## config.mk

```make
export PLATFORM = sky130hd
export DESIGN_NAME = scoreboard_display
export DESIGN_NICKNAME = d
export VERILOG_FILES = /design/src/rtl/scoreboard_pkg.sv /design/src/rtl/bin2bcd_seq.sv /design/src/rtl/scoreboard_display.sv
export SDC_FILE = /design/constraint.sdc
export NUM_CORES = 1
export LEC_CHECK = 0
export CAP_MARGIN = 20
export CORE_MARGIN = 2
export CORE_UTILIZATION = 49
export CTS_CLUSTER_DIAMETER = 50
export DETAILED_ROUTE_END_ITERATION = 8
export PLACE_DENSITY = 0.67
export SLEW_MARGIN = 10
export SYNTH_ARGS = -nofsm -noshare
export SYNTH_HDL_FRONTEND = slang
export SYNTH_SLANG_ARGS = --single-unit
```

## constraint.sdc

```tcl
create_clock -name clk_fpga -period 4.9 [get_ports clk_fpga]
set_input_delay 0.735 -clock clk_fpga [delete_from_list [all_inputs] [get_ports clk_fpga]]
set_output_delay 0.735 -clock clk_fpga [all_outputs]
set_load 0.01 [all_outputs]
```

## src/rtl/scoreboard_pkg.sv

```systemverilog
// Shared glyphs, digit codes and conversion FSM states for the scoreboard display.
package scoreboard_pkg;

    localparam logic [6:0] GLYPH_0     = 7'b1000000;
    localparam logic [6:0] GLYPH_1     = 7'b1111001;
    localparam logic [6:0] GLYPH_2     = 7'b0100100;
    localparam logic [6:0] GLYPH_3     = 7'b0110000;
    localparam logic [6:0] GLYPH_4     = 7'b0011001;
    localparam logic [6:0] GLYPH_5     = 7'b0010010;
    localparam logic [6:0] GLYPH_6     = 7'b0000010;
    localparam logic [6:0] GLYPH_7     = 7'b1111000;
    localparam logic [6:0] GLYPH_8     = 7'b0000000;
    localparam logic [6:0] GLYPH_9     = 7'b0010000;
    localparam logic [6:0] GLYPH_BLANK = 7'b1111111;
    localparam logic [6:0] GLYPH_DASH  = 7'b0111111;
    localparam logic [6:0] GLYPH_P     = 7'b0001100;

    localparam logic [3:0] CODE_BLANK = 4'hA;
    localparam logic [3:0] CODE_DASH  = 4'hB;
    localparam logic [3:0] CODE_P     = 4'hC;

    typedef enum logic [1:0] {
        ST_IDLE,
        ST_LOAD,
        ST_SHIFT,
        ST_COMMIT
    } conv_state_t;

    function automatic logic [6:0] code_to_glyph(input logic [3:0] code);
        case (code)
            4'd0:       return GLYPH_0;
            4'd1:       return GLYPH_1;
            4'd2:       return GLYPH_2;
            4'd3:       return GLYPH_3;
            4'd4:       return GLYPH_4;
            4'd5:       return GLYPH_5;
            4'd6:       return GLYPH_6;
            4'd7:       return GLYPH_7;
            4'd8:       return GLYPH_8;
            4'd9:       return GLYPH_9;
            CODE_DASH:  return GLYPH_DASH;
            CODE_P:     return GLYPH_P;
            default:    return GLYPH_BLANK;
        endcase
    endfunction

endpackage

```

## src/rtl/bin2bcd_seq.sv

```systemverilog
// Sequential double-dabble: 8-bit binary to 3-digit BCD, one bit per cycle.
module bin2bcd_seq
    import scoreboard_pkg::*;
(
    input  logic        clk,
    input  logic        rst,
    input  logic        start,
    input  logic [7:0]  bin,
    output logic [11:0] bcd,
    output logic        done,
    output logic        idle
);

    conv_state_t state_q, state_d;
    logic [7:0]  bin_lat;
    logic [7:0]  bin_sh;
    logic [11:0] acc;
    logic [2:0]  bit_cnt;
    logic        load_en;
    logic        shift_en;

    function automatic logic [11:0] add3(input logic [11:0] v);
        logic [11:0] r;
        for (int i = 0; i < 3; i++) begin
            r[i*4 +: 4] = (v[i*4 +: 4] >= 4'd5) ? v[i*4 +: 4] + 4'd3 : v[i*4 +: 4];
        end
        return r;
    endfunction

    // Kept outside the next-state process so start may depend on idle without a comb loop.
    assign idle = (state_q == ST_IDLE);
    assign done = (state_q == ST_COMMIT);
    assign bcd  = acc;

    always_ff @(posedge clk) begin
        if (rst) begin
            state_q <= ST_IDLE;
            bit_cnt <= '0;
        end else begin
            state_q <= state_d;
            if (load_en)
                bit_cnt <= '0;
            else if (shift_en)
                bit_cnt <= bit_cnt + 3'd1;
        end
    end

    always_comb begin
        state_d  = state_q;
        load_en  = 1'b0;
        shift_en = 1'b0;
        case (state_q)
            ST_IDLE:   if (start) state_d = ST_LOAD;
            ST_LOAD: begin
                load_en = 1'b1;
                state_d = ST_SHIFT;
            end
            ST_SHIFT: begin
                shift_en = 1'b1;
                if (bit_cnt == 3'd7) state_d = ST_COMMIT;
            end
            ST_COMMIT: state_d = ST_IDLE;
            default:   state_d = ST_IDLE;
        endcase
    end

    always_ff @(posedge clk) begin
        if (idle && start)
            bin_lat <= bin;
        if (load_en) begin
            bin_sh <= bin_lat;
            acc    <= '0;
        end else if (shift_en) begin
            {acc, bin_sh} <= {add3(acc), bin_sh} << 1;
        end
    end

endmodule

```

## src/rtl/scoreboard_display.sv

```systemverilog
// Four-digit multiplexed seven-segment driver for runs/wickets with end-of-innings
// blink and end-of-game winner display.
module scoreboard_display
    import scoreboard_pkg::*;
#(
    parameter int SCAN_DIV  = 100000,
    parameter int BLINK_DIV = 25000000
) (
    input  logic       clk_fpga,
    input  logic       reset,
    input  logic [7:0] binaryRuns,
    input  logic [3:0] binaryWickets,
    input  logic       inningOver,
    input  logic       gameOver,
    input  logic       winner,
    output logic [6:0] seg,
    output logic [3:0] an,
    output logic       dp
);

    localparam int SCAN_W  = (SCAN_DIV  > 1) ? $clog2(SCAN_DIV)  : 1;
    localparam int BLINK_W = (BLINK_DIV > 1) ? $clog2(BLINK_DIV) : 1;
    localparam logic [SCAN_W-1:0]  SCAN_LAST  = SCAN_W'(SCAN_DIV - 1);
    localparam logic [BLINK_W-1:0] BLINK_LAST = BLINK_W'(BLINK_DIV - 1);

    logic [SCAN_W-1:0]  scan_cnt;
    logic [BLINK_W-1:0] blink_cnt;
    logic [1:0]         digit_idx_q;
    logic               phase_q;
    logic [7:0]         runs_snap;
    logic [11:0]        digits_q;
    logic [3:0]         wickets_q;
    logic               conv_start;
    logic               conv_done;
    logic               conv_idle;
    logic [11:0]        conv_bcd;
    logic [3:0]         code_p0;
    logic               dp_p0;
    logic [3:0]         hund;
    logic [3:0]         tens;
    logic [3:0]         units;

    // A change seen while busy is picked up by this compare once the engine is idle again.
    assign conv_start = conv_idle && (binaryRuns != runs_snap);

    bin2bcd_seq u_bin2bcd (
        .clk   (clk_fpga),
        .rst   (reset),
        .start (conv_start),
        .bin   (binaryRuns),
        .bcd   (conv_bcd),
        .done  (conv_done),
        .idle  (conv_idle)
    );

    assign hund  = digits_q[11:8];
    assign tens  = digits_q[7:4];
    assign units = digits_q[3:0];

    always_comb begin
        code_p0 = CODE_BLANK;
        dp_p0   = 1'b1;
        if (gameOver && phase_q) begin
            case (digit_idx_q)
                2'd1:    code_p0 = CODE_P;
                2'd0:    code_p0 = winner ? 4'd2 : 4'd1;
                default: code_p0 = CODE_BLANK;
            endcase
        end else if (inningOver && phase_q) begin
            code_p0 = CODE_BLANK;
        end else begin
            case (digit_idx_q)
                2'd3:    code_p0 = (hund == 4'd0) ? CODE_BLANK : hund;
                2'd2:    code_p0 = (hund == 4'd0 && tens == 4'd0) ? CODE_BLANK : tens;
                2'd1: begin
                    code_p0 = units;
                    dp_p0   = 1'b0;
                end
                default: code_p0 = (wickets_q > 4'd9) ? CODE_DASH : wickets_q;
            endcase
        end
    end

    // Output stage: seg/an/dp registered one cycle after digit index, mode and phase.
    always_ff @(posedge clk_fpga) begin
        if (reset) begin
            scan_cnt    <= '0;
            digit_idx_q <= '0;
            blink_cnt   <= '0;
            phase_q     <= 1'b0;
            runs_snap   <= '0;
            digits_q    <= '0;
            wickets_q   <= '0;
            seg         <= GLYPH_BLANK;
            an          <= 4'b1111;
            dp          <= 1'b1;
        end else begin
            if (scan_cnt == SCAN_LAST) begin
                scan_cnt    <= '0;
                digit_idx_q <= digit_idx_q + 2'd1;
            end else begin
                scan_cnt <= scan_cnt + SCAN_W'(1);
            end
            if (blink_cnt == BLINK_LAST) begin
                blink_cnt <= '0;
                phase_q   <= ~phase_q;
            end else begin
                blink_cnt <= blink_cnt + BLINK_W'(1);
            end
            if (conv_start)
                runs_snap <= binaryRuns;
            if (conv_done)
                digits_q <= conv_bcd;
            wickets_q <= binaryWickets;
            seg       <= code_to_glyph(code_p0);
            an        <= ~(4'b0001 << digit_idx_q);
            dp        <= dp_p0;
        end
    end

endmodule

```

Word level (Yosys, flattened, before mapping)
Memory sizes are Yosys's and may differ from the RTL's. A register that Yosys moved wholly into a read port is not among the register bits.
Index checks and enable logic that the tools add are counted.
{ "word_totals": {"elab_cells": 75, "register_bits": 107, "n_memories": 1, "romBits": 112, "in_bits": 17} }
{ "classes": {"n_reduce_logical": 15, "n_bitwise": 2, "shift": 1, "muxes": 19, "magnitude_cmp": 4, "n_addsub": 7, "n_eq_ne": 12} }
{ "mem_list": {"columns": ["name", "words", "width", "read_ports", "rd_ports_with_merged_regs", "write_ports", "line", "source"], "rows": [
  ["(no name shown)", 16, 7, 1, 1, 0, "scoreboard_pkg.sv:30", "case (code)"]
]} }
{ "ops": {"columns": ["operator", "n"], "rows": [
  ["$mux W4", 7],
  ["$add A25 B1 Y25 const B", 1],
  ["$eq A25 B25 Y1 const B", 1],
  ["$add A17 B1 Y17 const B", 1],
  ["$eq A17 B17 Y1 const B", 1],
  ["$mux W8", 2],
  ["$ge A4 B3 Y1 const B", 3],
  ["$pmux W4 S3", 1],
  ["$add A4 B2 Y4 const B", 2],
  ["$eq A2 B2 Y1 const B", 4],
  ["$logic_not A4 Y1", 2],
  ["$ne A8 B8 Y1", 1],
  ["$pmux W2 S4", 1],
  ["$pmux W4 S2", 1],
  ["$mux W2", 3],
  ["$reduce_or A2 Y1", 3],
  ["$logic_and A1 B1 Y1", 5],
  ["$eq A2 B1 Y1 const B", 2],
  ["$gt A4 B4 Y1 const B", 1],
  ["$logic_not A2 Y1", 2],
  ["$ne A2 B1 Y1 const B", 2],
  ["$not A4 Y4", 1],
  ["$shl A1 B2 Y4 const A", 1],
  ["$add A3 B1 Y3 const B", 1],
  ["9 further kinds", 11]
]} }

Depth between registers and ports, before layout
{ "logic_depth": {"ltp_word": 6, "depth_mapped": 12} }

Hierarchy
A second synthesis with hierarchy kept.
{ "unflattened": {"hier_cells": 537, "hier_area_um2": 5216.3} }
{ "by_module_without_submodules": {"columns": ["module", "area_per_inst_um2", "seq_area_each_um2", "cells_each", "instances"], "rows": [
  ["scoreboard_display", 3667.3, 1621.6, 400, 1],
  ["bin2bcd_seq", 1549.0, 820.8, 137, 1]
]} }

Worst setup path before layout
No wires, ideal clock.
{ "synth_timing": {"path_type": "input port to flip-flop", "start": "in gameOver", "end": "reg seg[6]", "path_stages": 8, "path_buffers": 0, "arrival_time_ns": 2.282, "path_slack_ns": 2.496, "t_required_ns": 4.778, "cell_sequence": "o21ai_2 nand4_1 o211a_1 inv_1 ha_1 inv_1 mux2_1 a221o_1"} }
{ "synth_via": {"elab_chain_len": 2} }
{ "synth_rtl": {"columns": ["item", "line", "source"], "rows": [
  ["start: declaration", "scoreboard_display.sv:14", "input logic gameOver,"],
  ["$logic_and A1 B1 Y1", "scoreboard_display.sv:63", "if (gameOver && phase_q) begin"],
  ["$mux W4", "scoreboard_display.sv:63", null],
  ["end: declaration", "scoreboard_display.sv:16", "output logic [6:0] seg,"]
]} }
Every way passes these cells.
A chain may end at the register's enable or synchronous reset.

Final worst setup path
Same ends and word-level chain as after synthesis.

==> metrics.txt <==
Core Region 10370 um^2; drt first pass iters 4; total routed wirelength 9.544 mm; overflow left after global routing 0; max-cap violation count 0; Clk pin slew, worst setup/hold paths 0.06 ns; vias in the first global route 3693; unrepaired setup endpoints after global routing false; Sequential Power Share 40.8%; GRT Resource Usage Total 18.33%; DR iter-0 viols 154; Post-Synthesis Cells 541; final setup margin 2.324 ns; Peak VDD IR 226.0 uV; Top Ports 29; post_cts resized 0; multiplexer area fraction after synthesis 7.619%; layout cells sized above 1 8.733%; Root Buffer clkbuf_8; Worst Hold Slack 0.4669 ns; Sw Share 24.89%; Vias/cell 5.263; Rows 37; Compound-Gate Fraction of Synth Area 8.405%; Avg Cell Area, Syn 9.714 um^2; largest net degree at the start of global routing 28; leak pwr 2.292 nW; CP Class in -> reg; Slew Limit Fails 0; final hold vios 0; DP HPWL 6.546 mm; commonest non-fill, non-tap cell in the layout dfxtp_1; post-CTS setup buffer count 0; largest family of logic cells by synthesized area simple AND/OR/NAND/NOR gates; initial core utilization 50.68%; CTS Buf Count 17; Async SR Flop Fraction 0%; outcome completed; Worst Skew 0.01039 ns; Finished Layout Cells 720; DIE AREA 11570 um^2; Sink Count 114; PortBufs 28; worst path arrival time 2.98 ns; power per cell area 451.2 nW/um^2; WP data required 5.30 ns; XOR/XNOR Fraction of Synth Area 8.667%; Nets 613; first-pass GRT wire length 16.77 mm; Hold Crit Class reg -> reg; fin crit period 2.576 ns; ys flop type dfxtp_1; CTS tree built; Fmax achieved 388.2 MHz; power share of the clock group 44.5%; Fill cells 921; Psw 0.7013 mW; crit-path max FO 9; clock tree buffer depth 2; vias 3789; Yosys warnings 0; H-tree Lvls 4; synth-to-layout area growth 18.83%; Period Utilization, post-route 52.57%; EDFF count, synth 16; Die X 107.6 um; Comb power frac 14.7%; Synth Cell Area 5255 um^2; Die H 107.6 um; routed length per instance 13.26 um; antenna-violating nets left 0; Seq/Total Area, Yosys 46.48%; ANT cells 0; Synth Area in Simple Gates 18.95%; measured slew at the worst slew-check pin 0.9068 ns; DRC errors left 0; later-pin clock latency in the skew report 0.52 ns; initial antenna violation count 0; final setup violation count 0; post-synthesis register bit count 114; CTS Hold Bufs 0; Placed Cells 688; Synth Net Count 583; Max-slew headroom 39.55%; most frequent cells in the layout 98 x dfxtp_1, 75 x nor2_1, 36 x xnor2_1; Worst Setup Start Kind input port; critical path endpoint category register; count of different cell masters after synthesis 62; final setup TNS 0 ns; adder-cell area share of the yosys netlist 5.952%; RePlAce Congestion 0.8247; Internal Power 2.117 mW; pre-CTS WS 1.817 ns
-- registers in the layout, summed over array words and instances, names as in the netlist, 2 cells and up --
| name | count |
|---|---|
| blink_cnt | 25 |
| scan_cnt | 17 |
| digits_q | 12 |
| u_bin2bcd.bcd | 12 |
| runs_snap | 8 |
| u_bin2bcd.bin_lat | 8 |
| u_bin2bcd.bin_sh | 8 |
| seg | 7 |
| an | 4 |
| wickets_q | 4 |
| u_bin2bcd.bit_cnt | 3 |
| digit_idx_q | 2 |
| u_bin2bcd.state_q | 2 |
-- power by group through the flow --
stage	sequential (mW)	clock [mW]	combinational (mW)
after floorplan	1.15	0	0.324
after global placement	1.16	0	0.406
after detailed placement	1.17	0	0.418
after CTS	1.15	1.28	0.420
after global routing	1.16	1.32	0.460
final	1.15	1.25	0.414
-- per-stage QoR --
step                      cell area, um^2  power [mW]  util, %
after floorplan                      5255       1.479        -
after global placement               5627       1.569    54.26
after detailed placement             5627       1.585    54.26
after CTS                            6245       2.854    60.22
after global routing                 6245       2.945    60.22
final                                6245       2.818    60.22
-- final cells by class --
class,count,area [um^2],share of cell area [%]
multi-input combinational,378,2606,41.74
sequential,114,2442,39.11
clock buffer,20,466.7,7.473
timing repair buffer,30,295.3,4.729
tap,136,170.2,2.725
clock inverter,12,151.4,2.424
inverter,30,112.6,1.803
-- synthesized netlist by cell type (3+ instances only) --
master | instances | area share (%)
xor2_1 | 16 | 2.7
o21ai_0 | 8 | 0.76
or2_1 | 3 | 0.36
buf_1 | 4 | 0.29
a22oi_1 | 5 | 0.71
nand2b_1 | 3 | 0.36
and2_1 | 4 | 0.48
xnor2_1 | 36 | 6.0
mux2i_1 | 31 | 5.9
inv_1 | 30 | 2.1
o211ai_1 | 3 | 0.43
o21ai_1 | 6 | 0.57
buf_4 | 3 | 0.43
mux2_2 | 7 | 1.5
nand4_1 | 13 | 1.5
nor4_1 | 6 | 0.71
nor2b_1 | 6 | 0.71
edfxtp_1 | 16 | 9.1
nor3_1 | 11 | 1.0
and4_1 | 4 | 0.67
nand2_1 | 33 | 2.4
a21oi_1 | 17 | 1.6
nor2_1 | 75 | 5.4
buf_2 | 3 | 0.29
and3_1 | 4 | 0.48
dfxtp_1 | 98 | 37
clkbuf_1 | 8 | 0.57
ha_1 | 25 | 6.0
nand3_1 | 22 | 2.1
-- logic make-up (layout without fill, tap and decap cells) --
logic type | count (synthesis) | in the layout
AO/OA/AOI/OAI | 64 | 64
XOR/XNOR | 52 | 52
adder cells (fa/ha/maj) | 25 | 25
buffers and inverters | 49 | 92
flip-flops | 114 | 114
multiplexers | 39 | 39
AND/OR/NAND/NOR | 198 | 198
-- worst max-delay path, cell delays in order --
cell and delay, ns:
clkdlybuf4s50_1 0.45, o21ai_2 0.37, nand4_1 0.13, o211a_1 0.33, inv_1 0.14, ha_1 0.17, inv_1 0.07, mux2_1 0.28
a221o_1 0.30
-- path summary, 6_finish.rpt --
kind	from	to	slack (ns)	cells after the start
setup / recovery	gameOver	seg[6]	2.32	9
hold / removal	scan_cnt[0]	scan_cnt[0]	0.47	1
setup reg to reg	digit_idx_q[0]	seg[3]	2.33	10
hold reg to reg	scan_cnt[0]	scan_cnt[0]	0.47	1
-- per-layer routing --
metal / GRT usage (%) / up-vias / wire length (um)
met5: 0 / - / 0
met4: 7.784 / 0 / 161
met3: 5.387 / 15 / 364
met2: 28.93 / 64 / 4361
met1: 23.38 / 1769 / 4656
li1: - / 1941 / -
Note: power is estimated with default switching activity, not from simulation.
